### config.mk
export PLATFORM = sky130hd
export DESIGN_NAME = keypad_button_led
export DESIGN_NICKNAME = d
export VERILOG_FILES = /design/src/rtl/keypad_button_led.sv
export SDC_FILE = /design/constraint.sdc
export NUM_CORES = 1
export LEC_CHECK = 0
export ABC_AREA = 1
export CAP_MARGIN = 20
export CORE_MARGIN = 2
export CORE_UTILIZATION = 55
export CTS_BUF_LIST = sky130_fd_sc_hd__clkbuf_4 sky130_fd_sc_hd__clkbuf_8
export CTS_CLUSTER_SIZE = 40
export DETAILED_ROUTE_END_ITERATION = 10
export PLACE_DENSITY = 0.88
export SLEW_MARGIN = 20
export SYNTH_ARGS = -nofsm -noshare
export SYNTH_HDL_FRONTEND = slang
export SYNTH_SLANG_ARGS = --single-unit
### constraint.sdc
create_clock -name clock -period 2.46 [get_ports clock]
set_clock_uncertainty 0.15 [all_clocks]
set_input_delay 0.738 -clock clock [delete_from_list [all_inputs] [get_ports clock]]
set_output_delay 0.738 -clock clock [all_outputs]
set_load 0.01 [all_outputs]
### src/rtl/keypad_button_led.sv
// Keypad scanner, button-driven area selector and area LED bar for the dot-matrix game.
// Keypad results land in dot only at sweep ends; buttons are synchronized and edge-detected.
module keypad_button_led #(
    parameter int SCAN_DIV = 50000
) (
    input  logic        clock,
    input  logic        reset,
    input  logic        finish,
    input  logic        switch,
    input  logic [3:0]  keycol,
    input  logic [3:0]  button,
    output logic [3:0]  keyrow,
    output logic [15:0] dot,
    output logic [2:0]  area,
    output logic [7:0]  led
);
    localparam int CW = $clog2(SCAN_DIV);
    localparam logic [CW-1:0] CNT_MAX = CW'(SCAN_DIV - 1);

    logic [CW-1:0] cnt_q, cnt_d;
    logic [1:0]    row_q, row_d;
    logic [3:0]    cand_q, cand_d;
    logic          cand_vld_q, cand_vld_d;
    logic [15:0]   dot_q, dot_d;
    logic [3:0]    sync1_q, sync2_q, prev_q;
    logic [2:0]    area_q, area_d;
    logic [7:0]    led_q, led_d;

    logic       row_last, col_hit, enable;
    logic [1:0] col_idx;
    logic [3:0] key_idx;
    logic [3:0] rise;

    assign enable = switch && !finish;
    assign rise   = sync2_q & ~prev_q;

    always_comb begin
        row_last = (cnt_q == CNT_MAX);
        col_hit  = (keycol != 4'hF);
        col_idx  = 2'd0;
        // Scan high to low so the lowest closed column wins.
        for (int c = 3; c >= 0; c--) begin
            if (!keycol[c]) col_idx = 2'(c);
        end
        key_idx = {row_q, col_idx};

        cnt_d      = row_last ? '0 : cnt_q + CW'(1);
        row_d      = row_last ? row_q + 2'd1 : row_q;
        cand_d     = cand_q;
        cand_vld_d = cand_vld_q;
        dot_d      = dot_q;

        if (row_last && col_hit && (!cand_vld_q || key_idx < cand_q)) begin
            cand_d     = key_idx;
            cand_vld_d = 1'b1;
        end
        if (row_last && row_q == 2'd3) begin
            dot_d      = (enable && cand_vld_d) ? (16'd1 << cand_d) : 16'd0;
            cand_d     = 4'd0;
            cand_vld_d = 1'b0;
        end
    end

    always_comb begin
        area_d = area_q;
        if (enable) begin
            if (rise[2])      area_d = 3'd0;
            else if (rise[0]) area_d = area_q + 3'd1;
            else if (rise[1]) area_d = area_q - 3'd1;
            else if (rise[3]) area_d = 3'd7;
        end

        if (finish)       led_d = 8'hFF;
        else if (!switch) led_d = 8'h00;
        else              led_d = 8'd1 << area_q;
    end

    always_ff @(posedge clock) begin
        if (reset) begin
            cnt_q      <= '0;
            row_q      <= 2'd0;
            cand_q     <= 4'd0;
            cand_vld_q <= 1'b0;
            dot_q      <= 16'd0;
            sync1_q    <= 4'd0;
            sync2_q    <= 4'd0;
            prev_q     <= 4'd0;
            area_q     <= 3'd0;
            led_q      <= 8'd0;
        end else begin
            cnt_q      <= cnt_d;
            row_q      <= row_d;
            cand_q     <= cand_d;
            cand_vld_q <= cand_vld_d;
            dot_q      <= dot_d;
            sync1_q    <= button;
            sync2_q    <= sync1_q;
            prev_q     <= sync2_q;
            area_q     <= area_d;
            led_q      <= led_d;
        end
    end

    assign keyrow = ~(4'b0001 << row_q);
    assign dot    = dot_q;
    assign area   = area_q;
    assign led    = led_q;
endmodule

==> results of run 1 <==
flip-flops by register name, indices dropped and copies added (netlist names):
| name | flops |
|---|---|
| cand_q | 4 |
| cand_vld_q | 1 |
| prev_q | 4 |
| area | 3 |
| cnt_q | 16 |
| led | 8 |
| sync1_q | 4 |
| row_q | 2 |
| sync2_q | 4 |
| dot | 16 |
power by group through the flow:
| stage | logic [mW] | registers, mW | clock network [mW] |
|---|---|---|---|
| global route | 0.148 | 1.04 | 1.06 |
| finish | 0.132 | 1.04 | 1.01 |
| floorplan | 0.0632 | 1.06 | 0 |
| CTS | 0.133 | 1.04 | 1.02 |
| detailed placement | 0.131 | 1.06 | 0 |
| global placement | 0.129 | 1.06 | 0 |
through the flow:
step                      TNS, ps  utilization  cell area [um2]  power (mW)
after CTS                       0        0.771             3670        2.19
after global routing        -10.6        0.774             3680        2.25
after floorplan                 0            -             2740        1.13
after detailed placement    -7520        0.706             3360        1.19
after global placement      -6480        0.706             3360        1.19
final                           0        0.774             3680        2.18
repair_timing:
item / 4_1_cts / 5_1_grt
pin swaps: 11 / 3
buffers inserted: 2 / 0
resized for setup: 25 / 4
setup endpoints to repair: 20 / 16
cells by family after synthesis:
logic type | count (synthesis) | synth area share
AOI/OAI and AO/OA | 36 | 0.0739
buffers and inverters | 55 | 0.0762
DFF | 62 | 0.453
xor gates and xnor gates | 5 | 0.0160
adders and majority gates | 15 | 0.0685
and+or+nand+nor | 177 | 0.313
layout by cell type (no fill, tap or decap), drive strengths merged, types with 3 or more instances in the layout:
cell type and instances:
clkdlybuf4s50 34, nor3 7, inv 48, buf 18, o21ai 11, xor2 3
nand3 34, nor4 3, clkbuf 12, dfxtp 62, nand4 3, nand2 80
or2 3, dlygate4sd2 8, ha 15, a21oi 21, nor2 46
metal layers:
layer  wire length [um]  track usage
met5                  0            0
met4                171        0.141
met3                318       0.0827
met2               3090        0.404
met1               2410        0.255
path summary, 6_finish.rpt:
kind,to,slack [ps],depth (start not counted)
setup reg to reg,dot[5],240,13
hold reg to reg,sync2_q[3],250,2
setup / recovery,dot[5],100,16
hold / removal,sync2_q[3],250,2
worst reg2reg max path, delay by kind of cell, from the launching register on:
kind          cells  cell delay [ps]
fa+ha+maj         1              170
buf+inv           1               70
flops             1              360
simple gates     11             1430
layout make-up:
class	instances	area, um2
flip-flops and latches	62	1250
well taps	67	83.8
clock inverters	3	67.6
fillers	318	1080
clock buffers	12	159
repair buffers	60	574
multi-input cells	233	1360
inverters	49	186
cells in the mapped netlist:
| cell | count | share of area |
|---|---|---|
| nor3_2 | 3 | 0.011 |
| nand2_1 | 75 | 0.10 |
| nand3_1 | 34 | 0.062 |
| ha_1 | 15 | 0.068 |
| or2_2 | 1 | 0.0023 |
| o311ai_0 | 1 | 0.0032 |
| clkinv_1 | 1 | 0.0014 |
| inv_1 | 46 | 0.063 |
| nand4_1 | 2 | 0.0046 |
| inv_4 | 1 | 0.0023 |
| nor3_1 | 3 | 0.0055 |
| inv_2 | 1 | 0.0014 |
| nor2_8 | 1 | 0.0073 |
| nor3b_2 | 1 | 0.0046 |
| nor2_4 | 3 | 0.012 |
| nor3_4 | 1 | 0.0059 |
| nand2_2 | 4 | 0.0091 |
| clkbuf_1 | 6 | 0.0082 |
| nor2_1 | 38 | 0.052 |
| a22oi_1 | 2 | 0.0055 |
| o21a_1 | 1 | 0.0027 |
| xnor2_1 | 2 | 0.0064 |
| o21ai_1 | 1 | 0.0018 |
| o21ai_0 | 9 | 0.016 |
| a21oi_1 | 21 | 0.038 |
| nand2_4 | 1 | 0.0041 |
| nor2_2 | 4 | 0.0091 |
| o21ai_4 | 1 | 0.0059 |
| or2_4 | 1 | 0.0032 |
| dfxtp_1 | 62 | 0.45 |
| nand4_4 | 1 | 0.0078 |
| nor4_1 | 3 | 0.0068 |
| or2_0 | 1 | 0.0023 |
| xor2_1 | 3 | 0.0096 |
==> flow_summary.toml, run 1 <==
[run_status]
outcome = "complete, no violations"

[placed_design]
dp_slack_ps = -434
dp_cells = 469
gp_congestion = 0.836
port_buffers = 42
place_hpwl_um = 3950

[timing]
holdWs_ps = 254
period_needed_ps = 2360
slew_viol_final = 0
max_freq_mhz = 424
layout_worst_path_cycle_share = 0.958
worstMarginPinSlew_ps = 650
setup_violations = 0
slew_headroom = 0.561
timing.final.ws_setup_ps = 103
grt_setup_unrepaired = "true"
hold_viol = 0

[final_layout]
instances_no_fill = 486
drive_above_1_share = 0.169
final_nets = 442
n_antenna_cell = 0
area_delta_synth_final_pct = 34.2

[global_route]
grt_max_degree = 26
antenna_found_initial = 0
grt_usage = 0.238
grt_pass1_vias = 2310
grt_pass1_wl_um = 9880
grt-ovfl-total = 0

[synthesis]
yosys_warnings = 0
ys_types = 34
syn_area_um2 = 2740
syn_inst = 350
syn_avg_cell_area_um2 = 7.83
synth-seq-cells = 62
synthesis.nets = 377
synth_seq_area_share = 0.453

[clocking]
ctsHoldBuffers = 0
numCtsBuffers = 9
clock-sinks = 62
clk_pin_slew_worst_paths_ps = 60
insertion_delay_ps = 350
cts_tree = "yes"
root_buffer = "clkbuf_8"
h-tree-depth = 3
cts_max_path_buffers = 2

[power]
clockPowerShare = 0.464
vdd.ir_drop.worst_mv = 0.420
power.share.switching = 0.210
power.switching_mw = 0.458
cellLeakagePower_nw = 1.58
power_density_nw_per_um2 = 593
p_int_mw = 1.72
seqPwrFrac = 0.475
p_comb_frac = 0.061

[drt]
ant_nets = 0
vias_per_cell = 5.07
drt_pass1_iterations = 4
first_iter_violations = 81
route.detailed.drc = 0
vias = 2462
wl_per_cell_um = 12.3
drt-total-wl_um = 5990

[critical_path]
critical_path_required_ps = 2600
cpMostUsedCell = "nand2_1"
crit_path_end_kind = "register"
crit_family = "simple AND/OR/NAND/NOR gates"
crit_fanout = 8
critical_path.cell_chain = "dlygate4sd2_1 -> nand2_1 -> nand3_2 -> inv_1 -> ha_1 -> nand2_1 -> nand2_1 -> nand2_1 -> nand2_1 -> nand2_4 -> nand2_4 -> nand2_1 -> nand2_1 -> nor2_4 -> nand3_1 -> nand2_1"
path_class = "primary input to register"
startpoint = "keycol[3]"
worst_path_max_delay_cell = "dlygate4sd2_1"
arrival_ps = 2500
worst_r2r_startpoint = "cnt_q[0]"
crit_path_start_kind = "primary input"
critPathMaxStageDelay_ps = 240
worst-path-buf-inv = 2

[min_path]
min_from = "sync1_q[3]"
worstHoldPathType = "register to register"

[die]
fp.dieH_um = 74.6
ios = 43
placement_rows = 25
die_area_um2 = 5570
die_w_um = 74.6
start_util = 0.577
core_region_area_um2 = 4750

[run]
drv_cap = 0
Power figures use the tool's default switching activity.
==> run 2, diff against run 1 <==
- RECOVER_POWER: unset -> 25
==> flow_summary.toml, run 2 (synthesis gave the netlist of run 1 again) <==
[run_status]
outcome = "complete, no violations"

[die]
core_region_area_um2 = 4750
die_w_um = 74.6
ios = 43
die_area_um2 = 5570
start_util = 0.577
placement_rows = 25
fp.dieH_um = 74.6

[global_route]
grt_pass1_wl_um = 9880
grt_max_degree = 26
grt_usage = 0.238
antenna_found_initial = 0
grt-ovfl-total = 0
grt_pass1_vias = 2310

[drt]
vias = 2462
vias_per_cell = 5.07
wl_per_cell_um = 12.3
drt_pass1_iterations = 4
route.detailed.drc = 0
ant_nets = 0
drt-total-wl_um = 5990
first_iter_violations = 81

[critical_path]
critical_path_required_ps = 2600
worst_r2r_endpoint = "dot[5]"
arrival_ps = 2500
worst_r2r_startpoint = "cnt_q[0]"
crit_path_end_kind = "register"
r2r_cells = 13
crit_path_start_kind = "primary input"
path_class = "primary input to register"
rrSetupSlack_ps = 240
crit_fanout = 8

[timing]
timing.final.ws_setup_ps = 103
setup_violations = 0
slew_headroom = 0.561
holdWs_ps = 254
layout_worst_path_cycle_share = 0.958
period_needed_ps = 2360
grt_setup_unrepaired = "true"
slew_viol_final = 0
worstMarginPinSlew_ps = 650
hold_viol = 0
fin_setup_tns_ps = 0
max_freq_mhz = 424

[final_layout]
layout_common_cells = "nand2_1 (69), dfxtp_1 (60), inv_1 (46), nor2_1 (38), clkdlybuf4s50_1 (33)"
area_delta_synth_final_pct = 34.2
design_area_um2 = 3680
final_nets = 442
final_common_cell = "nand2_1"
num-fill-cells = 318
n_antenna_cell = 0
drive_above_1_share = 0.169

[placed_design]
place_area_um2 = 3360
gp_congestion = 0.836
dp_slack_ps = -434
port_buffers = 42
place_hpwl_um = 3950

[clocking]
insertion_delay_ps = 350
ctsHoldBuffers = 0
clock-sinks = 62
numCtsBuffers = 9
root_buffer = "clkbuf_8"
h-tree-depth = 3
clk_pin_slew_worst_paths_ps = 60
cts_tree = "yes"
cts_max_path_buffers = 2

[power]
vdd.ir_drop.worst_mv = 0.420
total_power_mw = 2.18
power_density_nw_per_um2 = 592
cellLeakagePower_nw = 1.58

[min_path]
worstHoldPathCells = 2
min_from = "sync1_q[3]"
hold_path_end = "sync2_q[3]"
worstHoldPathType = "register to register"

[run]
drv_cap = 0
run 2: changes by cell type in the layout (fill, tap and decap cells not counted), sizes merged:
cell,before,now
clkdlybuf4s50,34,33
dlygate4sd3,0,1
run 2: critical path: stages:
cell and delay, ps:
dlygate4sd2_1 240, nand2_1 100, nand3_2 80, inv_1 80, ha_1 230, nand2_1 70, nand2_1 40, nand2_1 50
nand2_1 70, nand2_4 100, nand2_4 100, nand2_1 100, nand2_1 150, nor2_4 180, nand3_1 110, nand2_1 70
run 2: where the power goes:
part / internal [mW] / total [mW] / switching (mW)
combinational: 0.0650 / 0.132 / 0.0670
clock: 0.631 / 1.01 / 0.380
sequential: 1.03 / 1.04 / 0.0109
run 2: metrics by stage:
step,util,instances
3_3_place_gp,0.706,469
2_1_floorplan,-,350
5_1_grt,0.774,486
6_report,0.774,486
3_5_place_dp,0.706,469
4_1_cts,0.771,486
run 2: final cells by class:
cell class | count | area [um2] | share of cell area
Clock inverter | 3 | 67.6 | 0.0184
Tap cell | 67 | 83.8 | 0.0228
Inverter | 49 | 186 | 0.0507
Sequential cell | 62 | 1250 | 0.339
Clock buffer | 12 | 159 | 0.0432
Timing Repair Buffer | 60 | 574 | 0.156
Multi-Input combinational cell | 233 | 1360 | 0.370
run 2: routing by layer:
metal | share of wire | vias to the layer above | GRT usage
met3 | 0.053 | 18 | 0.0827
met5 | 0 | - | 0
li1 | - | 1240 | -
met1 | 0.40 | 1145 | 0.255
met2 | 0.52 | 59 | 0.404
met4 | 0.029 | 0 | 0.141
run 2: repair_timing:
item	in CTS	in global routing
resized for setup	25	4
pin swaps	11	3
buffers inserted	2	0
endpoints found under the setup margin	20	16
run 2: how the worst max path moves through the flow:
stage / startpoint / end / cells after the start
6_report: keycol[3] / dot[5] / 16
5_1_grt: keycol[3] / dot[4] / 16
4_1_cts: keycol[3] / dot[5] / 16
3_5_place_dp: keycol[3] / dot[11] / 16
3_3_place_gp: keycol[2] / dot[11] / 16
2_1_floorplan: keycol[2] / dot[12] / 14
